## config.mk

```make
export PLATFORM = sky130hd
export DESIGN_NAME = rot_arbiter
export DESIGN_NICKNAME = d
export VERILOG_FILES = /design/src/rtl/rot_arbiter_pkg.sv /design/src/rtl/rot_arbiter_rot_unit.sv /design/src/rtl/rot_arbiter.sv
export SDC_FILE = /design/constraint.sdc
export NUM_CORES = 1
export LEC_CHECK = 0
export BUFFER_PORTS_ARGS = -buffer_cell sky130_fd_sc_hd__buf_2
export CAP_MARGIN = 5
export CORE_MARGIN = 10
export CORE_UTILIZATION = 30
export CTS_BUF_LIST = sky130_fd_sc_hd__clkbuf_8
export CTS_CLUSTER_DIAMETER = 80
export CTS_CLUSTER_SIZE = 40
export DETAILED_ROUTE_END_ITERATION = 7
export GPL_TIMING_DRIVEN = 0
export PLACE_DENSITY = 0.54
export SKIP_LAST_GASP = 1
export SYNTH_ARGS = -nofsm -noshare
export SYNTH_HDL_FRONTEND = slang
export SYNTH_SLANG_ARGS = --single-unit
```

## constraint.sdc

```tcl
create_clock -name clk -period 7.6 [get_ports clk]
set_input_delay 1.52 -clock clk [delete_from_list [all_inputs] [get_ports clk]]
set_output_delay 1.52 -clock clk [all_outputs]
set_load 0.02 [all_outputs]
```

## src/rtl/rot_arbiter_pkg.sv

```systemverilog
// Shared constants and reference rotate functions for the rotator arbiter.
package rot_pkg;

    // Default configuration used by the arbiter and its testbench.
    localparam int PKG_N    = 3;
    localparam int PKG_NREQ = 4;
    localparam int PKG_CNTW = 16;

    localparam int W   = 2 ** PKG_N;
    localparam int IDW = (PKG_NREQ > 1) ? $clog2(PKG_NREQ) : 1;

    // Reference rotate-left written with the textbook shift pair.
    function automatic logic [W-1:0] rotl(input logic [W-1:0] a, input logic [PKG_N-1:0] amt);
        logic [W-1:0] l;
        logic [W-1:0] r;
        l = a << amt;
        r = (amt == '0) ? '0 : (a >> (W - int'(amt)));
        return l | r;
    endfunction

    // Reference rotate-right written with the textbook shift pair.
    function automatic logic [W-1:0] rotr(input logic [W-1:0] a, input logic [PKG_N-1:0] amt);
        logic [W-1:0] l;
        logic [W-1:0] r;
        r = a >> amt;
        l = (amt == '0) ? '0 : (a << (W - int'(amt)));
        return l | r;
    endfunction

endpackage

```

## src/rtl/rot_arbiter_rot_unit.sv

```systemverilog
// Combinational 2**N-bit rotator; no bits are lost in either direction.
module rot_unit
    import rot_pkg::*;
#(
    parameter  int N = PKG_N,
    localparam int DW = 2 ** N
) (
    input  logic [DW-1:0] i_a,
    input  logic [N-1:0]  i_amt,
    input  logic          i_lr,
    output logic [DW-1:0] o_y
);

    logic [2*DW-1:0] w_dbl;
    logic [2*DW-1:0] w_shl;
    logic [2*DW-1:0] w_shr;

    // Shifting the operand concatenated with itself yields the rotation in one half.
    always_comb begin
        w_dbl = {i_a, i_a};
        w_shl = w_dbl << i_amt;
        w_shr = w_dbl >> i_amt;
        o_y   = i_lr ? w_shl[2*DW-1:DW] : w_shr[DW-1:0];
    end

endmodule

```

## src/rtl/rot_arbiter.sv

```systemverilog
// Round-robin arbiter sharing one rotator among NREQ valid/ready requesters,
// with a single registered output slot carrying result and requester ID.
module rot_arbiter
    import rot_pkg::*;
#(
    parameter  int N    = PKG_N,
    parameter  int NREQ = PKG_NREQ,
    parameter  int CNTW = PKG_CNTW,
    localparam int DW   = 2 ** N,
    localparam int IW   = (NREQ > 1) ? $clog2(NREQ) : 1
) (
    input  logic                     clk,
    input  logic                     reset,
    input  logic [NREQ-1:0]          req_valid,
    output logic [NREQ-1:0]          req_ready,
    input  logic [NREQ-1:0][DW-1:0]  req_a,
    input  logic [NREQ-1:0][N-1:0]   req_amt,
    input  logic [NREQ-1:0]          req_lr,
    output logic                     rsp_valid,
    input  logic                     rsp_ready,
    output logic [DW-1:0]            rsp_y,
    output logic [IW-1:0]            rsp_id,
    output logic [CNTW-1:0]          op_count
);

    logic [IW-1:0]   r_ptr;
    logic            r_valid;
    logic [DW-1:0]   r_y;
    logic [IW-1:0]   r_id;
    logic [CNTW-1:0] r_count;

    logic            w_load;
    logic            w_found;
    logic [IW-1:0]   w_gidx;
    logic            w_xfer;
    logic [DW-1:0]   w_a;
    logic [N-1:0]    w_amt;
    logic            w_lr;
    logic [DW-1:0]   w_y;
    logic [IW-1:0]   w_ptr_nxt;

    assign w_load = ~r_valid | rsp_ready;

    // Round-robin search: indices at or above ptr first, then wrap to those below.
    always_comb begin
        w_found = 1'b0;
        w_gidx  = '0;
        for (int unsigned i = 0; i < NREQ; i++) begin
            if (!w_found && req_valid[i] && (i >= 32'(r_ptr))) begin
                w_found = 1'b1;
                w_gidx  = IW'(i);
            end
        end
        for (int unsigned i = 0; i < NREQ; i++) begin
            if (!w_found && req_valid[i] && (i < 32'(r_ptr))) begin
                w_found = 1'b1;
                w_gidx  = IW'(i);
            end
        end
    end

    // Operand mux onto the shared rotator and handshake outputs.
    always_comb begin
        w_a       = req_a[w_gidx];
        w_amt     = req_amt[w_gidx];
        w_lr      = req_lr[w_gidx];
        w_xfer    = w_load & w_found & ~reset;
        w_ptr_nxt = (w_gidx == IW'(NREQ - 1)) ? '0 : (w_gidx + 1'b1);
        req_ready = w_xfer ? (NREQ'(1) << w_gidx) : '0;
    end

    rot_unit #(.N(N)) u_rot (
        .i_a   (w_a),
        .i_amt (w_amt),
        .i_lr  (w_lr),
        .o_y   (w_y)
    );

    // Output slot, round-robin pointer and completed-operation counter.
    always_ff @(posedge clk or posedge reset) begin
        if (reset) begin
            r_valid <= 1'b0;
            r_y     <= '0;
            r_id    <= '0;
            r_ptr   <= '0;
            r_count <= '0;
        end else if (w_xfer) begin
            r_valid <= 1'b1;
            r_y     <= w_y;
            r_id    <= w_gidx;
            r_ptr   <= w_ptr_nxt;
            r_count <= r_count + 1'b1;
        end else if (w_load) begin
            r_valid <= 1'b0;
        end
    end

    assign rsp_valid = r_valid;
    assign rsp_y     = r_y;
    assign rsp_id    = r_id;
    assign op_count  = r_count;

endmodule

```

---- Word-level counts from Yosys, hierarchy flattened ----
Cells that the tools add are included.
storage, ports and cells
  register bits after elaboration ......... 29
  bits of input ports ..................... 55
cells by class
  bitwise logic cells ..................... 5
  reduce and logical (&&, ||, !) cells .... 19
  magnitude comparators ................... 7
  add/sub/neg operators ................... 2
  eq/ne operators ......................... 1
  mux-type cells .......................... 24
  shifts and indexed selects .............. 3
operators by type and width
  cell                                                                                 number
  16-bit by 1-bit adder with 16-bit output (second input constant)                     1
  8-bit binary-select mux with 2-bit select                                            1
  8-bit two-way mux                                                                    2
  16-bit by 3-bit << shifter with 16-bit output                                        1
  16-bit by 3-bit right shift with 8-bit output                                        1
  1-bit logical AND                                                                    12
  2-bit two-way mux                                                                    6
  1-bit two-way mux                                                                    11
  3-bit binary-select mux with 2-bit select                                            1
  1-bit logical NOT                                                                    6
  1-bit by 2-bit greater-or-equal comparator with 1-bit output (first input constant)  2
  1-bit by 2-bit < comparator with 1-bit output (first input constant)                 2
  4-bit two-way mux                                                                    1
  1-bit by 2-bit << shifter with 4-bit output (first input constant)                   1
  2-bit by 3-bit < comparator with 1-bit output (second input constant)                1
  3-bit two-way mux                                                                    1
  2-bit by 1-bit adder with 2-bit output (second input constant)                       1
  1-bit AND                                                                            2
  1-bit binary-select mux with 2-bit select                                            1
  2-bit equality test (second input constant)                                          1
  2-bit greater-or-equal comparator (first input constant)                             1
  2-bit < comparator (first input constant)                                            1
  1-bit inverter                                                                       2
  2-bit nonzero test                                                                   1
  1-bit OR                                                                             1

---- Logic depth before layout (Yosys ltp) ----
Gate-level depths: netlist of run 1.
  depth in word-level cells ............... 30
  mapped depth ............................ 12

---- By module ----
Synthesis of run 1 repeated with hierarchy kept, for this count alone.
unflattened totals
  cell total of the unflattened synthesis .. 278
  area, all modules ....................... 2553.7 um2
modules (own cells, without submodules)
  module       sequential area each (um2)  times used  area an instance (um2)  cells each
  rot_arbiter  725.7                       1           2078.2                  227
  rot_unit     0.0                         1           475.5                   51

---- Worst setup path before layout of run 1 ----
OpenSTA, ideal clock, no wires.
  kind .................................... input -> output
  from .................................... input req_valid[0]
  to ...................................... output req_ready[0]
  data required time ...................... 6.080 ns
  data arrival time ....................... 2.900 ns
  setup slack ............................. 3.180 ns
  stages .................................. 8
  path through ............................ nor2b_1 a21oi_1 o22ai_1 a21oi_2 buf_2 inv_1 ha_1 and2_1
on the way
  elaborated cells between the ends (all ways) .. 35
  classes of those cells .................. shift (1); mux (14); bitwise (2); reduce/logical (18)
RTL lines
  element                                        RTL line           RTL
  start: declaration                             rot_arbiter.sv:14  input logic [NREQ-1:0] req_valid,
  1-bit logical AND                              rot_arbiter.sv:49  if (!w_found && req_valid[i] && (i >= 32'(r_ptr))) begin
  1-bit two-way mux                              rot_arbiter.sv:49
  1-bit logical NOT                              rot_arbiter.sv:49
  1-bit logical AND (2 in series)                rot_arbiter.sv:49
  1-bit two-way mux                              rot_arbiter.sv:49
  1-bit logical NOT                              rot_arbiter.sv:49
  1-bit logical AND (2 in series)                rot_arbiter.sv:49
  1-bit two-way mux                              rot_arbiter.sv:49
  [8 not listed]                                 --
  1-bit logical AND (2 in series)                rot_arbiter.sv:55  if (!w_found && req_valid[i] && (i < 32'(r_ptr))) begin
  1-bit two-way mux                              rot_arbiter.sv:55
  1-bit logical NOT                              rot_arbiter.sv:55
  1-bit logical AND (2 in series)                rot_arbiter.sv:55
  2-bit two-way mux *                            rot_arbiter.sv:55
  named net w_gidx[0]                            rot_arbiter.sv:34  logic [IW-1:0] w_gidx;
  1-bit by 2-bit << shifter with 4-bit output *  rot_arbiter.sv:69  req_ready = w_xfer ? (NREQ'(1) << w_gidx) : '0;
  4-bit two-way mux *                            rot_arbiter.sv:69
  end: declaration                               rot_arbiter.sv:15  output logic [NREQ-1:0] req_ready,
Mark *: on every way through the listed nets, which the timed path passes. The rest lies on a longest branch.

---- Worst setup path after layout of run 1 ----
Same ends and word-level chain as after synthesis.

==> flow_summary.yaml, run 1 <==
routing:
  detail_route.vias_per_cell: 4.67
  first_pass_iters: 6
  finalWirelength_um: 6230
  met3_wirelength_um: 334
  drt_met1_wl_um: 2650
  route.top_layer_used: "met3"
  antenna_violating_nets_post_route: 0
  wl_met2_um: 3250
  routed-via-count: 1933
  drt_iter0_markers: 84
  drcViolationCount: 0
  wire_per_inst_um: 15.1
grt:
  first_global_vias: 1995
  largest_net_degree_at_the_start_of_global_routing: 30
  global_route_wire_length_before_repair_um: 9990
  gr-total-overflow: 0
  grt_antenna_before_repair: 0
  groute.usage.overall_pct: 10.3
clock_tree:
  root_buffer: "sky130_fd_sc_hd__clkbuf_8"
  holdBufCountCts: 0
  tritoncts_num_sinks: 29
  cts.path.max_buffers: 2
  cts_resized: 0
  clk-insertion-delay-late_ns: 0.27
  tritoncts: "done"
  ctsHtreeMaxLevel: 2
  cts-buffers-inserted: 5
  clkTransAtPathRegs_ns: 0.06
  post_cts_buffers: 0
yosys:
  yosys_most_used_dff: "sky130_fd_sc_hd__dfrtp_1"
  yosysUniqueCellTypes: 35
  ys_ff_latch: 29
  most_common_library_cells_after_synthesis: "sky130_fd_sc_hd__mux2i_1, sky130_fd_sc_hd__dfrtp_1, sky130_fd_sc_hd__mux2_2"
  avgSynthCellArea_um2: 10.9
  post_synth_instance_area_um2: 2380
  synth_sequential_area_ratio_pct: 30.5
  asyncSetResetFlopFracSynth_pct: 100
  synth_edf_count: 0
  top_area_cell_type_share_of_the_netlist_area_pct: 30.5
  synthMostInstantiatedCell: "sky130_fd_sc_hd__mux2i_1"
  synth_top_area_cell: "sky130_fd_sc_hd__dfrtp_1"
  synthTopCellsByArea: "sky130_fd_sc_hd__dfrtp_1, sky130_fd_sc_hd__mux2i_1, sky130_fd_sc_hd__mux2_2"
  synth_warnings: 0
  syn_inst: 219
  synth_fp_nets: 279
floorplanning:
  die_width_um: 109
  floorplan.die.height_um: 109
  start_util_pct: 30.8
  design.die.area_um2: 11900
  core_um2: 7730
  io-pin-count: 86
  placement_rows: 32
power:
  power.static_leakage_nw: 1.46
  fraction_of_power_consumed_by_the_clock_network_pct: 12.2
  pwr_density_cell_nw_per_um2: 374
  comb_power_share_pct: 66.4
  design_power_total_mw: 1.13
  swShare_pct: 41.7
  seq_power_share_pct: 21.4
  ir_worst_vdd_mv: 0.119
  netSwitchingPower_mw: 0.473
  cell_internal_pwr_mw: 0.661
run_status:
  status: "finished, final reports clean"
sta:
  setup-tns-final_ns: 0
  layout_worst_path_cycle_share_pct: 64.4
  slew_violations: 0
  max_freq_mhz: 204
  worst_clock_skew_ns: 0.00223
  period_minus_slack_ns: 4.89
  slew_headroom_pct: 25.3
  timing.hold.ws_ns: 0.471
  grt_setup_unrepaired: "no"
  setup_viol_count_final: 0
  finalHoldViolCount: 0
  worstMarginPinSlew_ns: 1.12
job:
  cap_violations: 0
critical_path:
  setup.worst_path.class: "primary input to output port"
  setup.worst_path.end_class: "output port"
  worstSetupStartpointType: "primary input"
  worst-endpoint-arrival_ns: 3.37
  worst_ep_required_time_ns: 6.08
  critical_path_peak_fanout: 11
cells_and_area:
  final_layout_size_suffix_gt1_share_pct: 47.1
  post_layout_nonfiller_instances: 414
  area_growth_from_synthesis_to_layout_pct: 27.5
  n_antenna_cell: 0
  fillerInstances: 795
  final_net_count: 371
place:
  io_buffers: 85
  routabilityCongestion: 0.802
  dp_cells: 406
  hpwl_um: 5110
hold_path:
  hp-class: "flip-flop to flip-flop"
==> sequential cells by signal, summed over array words and instances (netlist names) <==
| signal | count |
|---|---|
| rsp_valid | 1 |
| rsp_y | 8 |
| r_ptr | 2 |
| rsp_id | 2 |
| op_count | 16 |
==> metal layers <==
metal	vias up	track usage, %
li1	977	-
met1	912	12.4
met2	44	18.3
met3	0	2.42
met4	0	1.69
met5	-	0
==> metrics by stage <==
stage,cell area [um^2],worst slack [ns],util (%)
after floorplan,2380,3.18,-
after global placement,2930,2.72,37.9
after detailed placement,2930,2.69,37.9
after CTS,3030,2.68,39.2
after global routing,3030,2.53,39.2
final,3030,2.71,39.2
==> critical path, stage by stage <==
cell	delay [ns]
sky130_fd_sc_hd__buf_2	0.11
sky130_fd_sc_hd__nor2b_1	0.13
sky130_fd_sc_hd__a21oi_1	0.12
sky130_fd_sc_hd__o22ai_1	0.10
sky130_fd_sc_hd__a21oi_2	0.45
sky130_fd_sc_hd__buf_2	0.38
sky130_fd_sc_hd__inv_1	0.10
sky130_fd_sc_hd__ha_1	0.18
sky130_fd_sc_hd__and2_1	0.13
sky130_fd_sc_hd__buf_2	0.15
==> logic make-up (layout without fill, tap and decap cells) <==
logic type | Yosys count | count (layout) | share of synthesized area (%)
muxes | 77 | 77 | 38.3
AOI/OAI and AO/OA | 22 | 22 | 7.79
adders and majority gates | 5 | 5 | 2.63
xor gates and xnor gates | 15 | 15 | 5.52
buffers and inverters | 20 | 113 | 5.47
and+or+nand+nor | 51 | 51 | 9.78
DFF | 29 | 29 | 30.5
==> power by group through the flow <==
| stage | Sequential [mW] | Clock [mW] | Combinational [mW] |
|---|---|---|---|
| after floorplan | 0.289 | 0 | 0.546 |
| after global routing | 0.253 | 0.153 | 0.822 |
| final | 0.243 | 0.138 | 0.753 |
| after detailed placement | 0.247 | 0 | 0.758 |
| after global placement | 0.245 | 0 | 0.748 |
| after CTS | 0.244 | 0.143 | 0.762 |
==> layout make-up <==
| cell class | instances | area [um^2] | area share [%] |
|---|---|---|---|
| flip-flops and latches | 29 | 726 | 23.9 |
| plain buffers | 11 | 96.3 | 3.18 |
| repair buffers | 85 | 425 | 14.0 |
| inverters | 9 | 33.8 | 1.11 |
| clock buffers | 7 | 96.3 | 3.18 |
| multi-input cells | 170 | 1520 | 50.2 |
| well taps | 102 | 128 | 4.21 |
| clock inverters | 1 | 5.00 | 0.165 |
==> cell usage in the layout, fill, tap and decap left out, drive strengths merged, types with 2 or more instances in the layout <==
| cell type | count |
|---|---|
| a211oi | 9 |
| a21oi | 5 |
| and2 | 4 |
| and3 | 2 |
| buf | 94 |
| clkbuf | 9 |
| dfrtp | 29 |
| ha | 5 |
| inv | 9 |
| mux2 | 32 |
| mux2i | 37 |
| mux4 | 8 |
| nand2 | 9 |
| nand3 | 4 |
| nand4 | 4 |
| nor2 | 23 |
| nor2b | 3 |
| o21ai | 3 |
| o22ai | 2 |
| xnor2 | 11 |
| xor2 | 4 |
==> worst paths after layout <==
path	from	depth (start not counted)	endpoint	slack (ns)
worst min-delay path	op_count[15]	1	op_count[15]	0.47
worst max-delay path	req_valid[0]	10	req_ready[0]	2.71
worst min register to register	op_count[15]	1	op_count[15]	0.47
worst max register to register	r_ptr[1]	10	rsp_y[5]	4.60
min in group asynchronous	reset	2	r_ptr[0]	1.54
max in group asynchronous	reset	2	op_count[9]	5.39
Note: power is estimated with default switching activity, not from simulation.
==> inputs of run 2 (changes only) <==
- PLACE_DENSITY: 0.54 -> 0.56
- clock period: 7.6 -> 4.1 ns (I/O delays scaled with it)
==> run 2 against run 1 <==
Net effect: core utilization is 0.16 points higher; global-route usage is 0.068 points higher; worst hold slack worse by 0.0016 ns; routed wire length is 1.2% higher; critical endpoint is now req_ready[2]; largest power group unchanged.
==> flow_summary.yaml, run 2 (synthesis gave the netlist of run 1 again) <==
routing:
  drt_iter0_markers: 74
  first_pass_iters: 4
  routed-via-count: 1982
  detail_route.vias_per_cell: 4.79
  wire_per_inst_um: 15.2
  drcViolationCount: 0
  antenna_violating_nets_post_route: 0
  finalWirelength_um: 6310
power:
  seq_power_share_pct: 21.7
  swShare_pct: 41.8
  design_power_total_mw: 2.08
  ir_worst_vdd_mv: 0.233
  netSwitchingPower_mw: 0.868
  power.static_leakage_nw: 1.47
  pwr_density_cell_nw_per_um2: 681
  cell_internal_pwr_mw: 1.21
  fraction_of_power_consumed_by_the_clock_network_pct: 10.9
  comb_power_share_pct: 67.5
critical_path:
  worst-endpoint-arrival_ns: 2.64
  r2r_end: "rsp_y[5]"
  critical_path_peak_fanout: 11
  critPathCapture: "req_ready[2]"
  worstSetupStartpointType: "primary input"
  worst_ep_required_time_ns: 3.28
  reg2reg_setup_slack_ns: 1.08
  rr_startpoint: "r_ptr[1]"
  critical_path.startpoint: "req_valid[0]"
  worst_r2r_path_depth: 10
  setup.worst_path.class: "primary input to output port"
  setup.worst_path.end_class: "output port"
floorplanning:
  placement_rows: 32
  floorplan.die.height_um: 109
  start_util_pct: 30.8
  design.die.area_um2: 11900
  io-pin-count: 86
  die_width_um: 109
  core_um2: 7730
sta:
  max_freq_mhz: 289
  setup_viol_count_final: 0
  grt_setup_unrepaired: "no"
  finalHoldViolCount: 0
  setup-tns-final_ns: 0
  worstMarginPinSlew_ns: 0.534
  slew_headroom_pct: 64.4
  worst_clock_skew_ns: 0.00305
  period_minus_slack_ns: 3.46
  slew_violations: 0
  layout_worst_path_cycle_share_pct: 84.4
clock_tree:
  ctsHtreeMaxLevel: 2
  clk-insertion-delay-late_ns: 0.27
  cts-buffers-inserted: 5
  clkTransAtPathRegs_ns: 0.06
  holdBufCountCts: 0
  tritoncts_num_sinks: 29
  cts_resized: 0
  post_cts_buffers: 0
  tritoncts: "done"
  cts.path.max_buffers: 2
  root_buffer: "sky130_fd_sc_hd__clkbuf_8"
hold_path:
  hp-class: "flip-flop to flip-flop"
cells_and_area:
  area_growth_from_synthesis_to_layout_pct: 28.0
  n_antenna_cell: 0
  final_net_count: 372
  layout.cells.most_common_list: "sky130_fd_sc_hd__buf_2, sky130_fd_sc_hd__mux2i_1, sky130_fd_sc_hd__dfrtp_1"
  largest_register_ffs: 16
  layout.cells.most_common: "sky130_fd_sc_hd__buf_2"
  final_layout_size_suffix_gt1_share_pct: 46.8
place:
  routabilityCongestion: 0.789
  io_buffers: 85
  hpwl_um: 5160
job:
  cap_violations: 0
grt:
  groute.usage.overall_pct: 10.3
  grt_antenna_before_repair: 0
  global_route_wire_length_before_repair_um: 10000
  largest_net_degree_at_the_start_of_global_routing: 30
  first_global_vias: 2056
  gr-total-overflow: 0
run_status:
  status: "finished, final reports clean"
==> run 2: cell types whose count changed in the layout (fill, tap and decap cells not counted) <==
cell | before | now
sky130_fd_sc_hd__clkbuf_8 | 7 | 6
sky130_fd_sc_hd__inv_1 | 9 | 10
sky130_fd_sc_hd__buf_16 | 0 | 1
sky130_fd_sc_hd__clkinv_2 | 1 | 0
==> run 2: worst max-delay path, stage by stage <==
cell and delay (ns):
sky130_fd_sc_hd__buf_2 0.11, sky130_fd_sc_hd__nor2b_1 0.13, sky130_fd_sc_hd__a21oi_1 0.12, sky130_fd_sc_hd__o22ai_1 0.10, sky130_fd_sc_hd__a21oi_2 0.42, sky130_fd_sc_hd__buf_2 0.37, sky130_fd_sc_hd__inv_1 0.10, sky130_fd_sc_hd__ha_1 0.18
sky130_fd_sc_hd__and2_1 0.13, sky130_fd_sc_hd__buf_2 0.15
==> run 2: worst min-delay path by stage <==
stage            startpoint            to  depth (start not counted)
3_3_place_gp   op_count[15]  op_count[15]                          1
6_report       op_count[15]  op_count[15]                          1
5_1_grt        op_count[12]  op_count[12]                          1
2_1_floorplan      r_ptr[0]      r_ptr[0]                          1
4_1_cts        op_count[15]  op_count[15]                          1
3_5_place_dp   op_count[15]  op_count[15]                          1
==> run 2: per-stage QoR <==
| stage | area [um^2] | utilization, % | hold WS, ns | cells | worst slack, ns |
|---|---|---|---|---|---|
| 2_1_floorplan | 2380 | - | 0.527 | 219 | 0.968 |
| 3_3_place_gp | 2930 | 37.9 | 0.457 | 406 | 0.594 |
| 3_5_place_dp | 2930 | 37.9 | 0.467 | 406 | 0.567 |
| 4_1_cts | 3020 | 39.1 | 0.475 | 413 | 0.595 |
| 5_1_grt | 3050 | 39.4 | 0.506 | 414 | 0.499 |
| 6_report | 3050 | 39.4 | 0.469 | 414 | 0.639 |
==> run 2: final cells by class <==
cell class,instances,area [um^2]
fillers,799,4680
inverters,9,33.8
clock inverters,1,3.75
repair buffers,86,453
flip-flops and latches,29,726
clock buffers,6,82.6
multi-input cells,170,1520
well taps,102,128
plain buffers,11,96.3
==> run 2: power groups by stage <==
stage | logic, mW | registers (mW) | clock network, mW
2_1_floorplan | 1.01 | 0.536 | 0
3_3_place_gp | 1.38 | 0.454 | 0
3_5_place_dp | 1.41 | 0.457 | 0
4_1_cts | 1.42 | 0.453 | 0.236
5_1_grt | 1.53 | 0.467 | 0.250
6_report | 1.40 | 0.450 | 0.225
==> run 2: per-layer routing <==
layer	vias up	wire length (um)	GRT usage, %
met5	-	0	0
met4	0	44	1.98
met3	5	398	2.30
met2	41	3350	18.6
met1	964	2520	12.3
li1	972	-	-
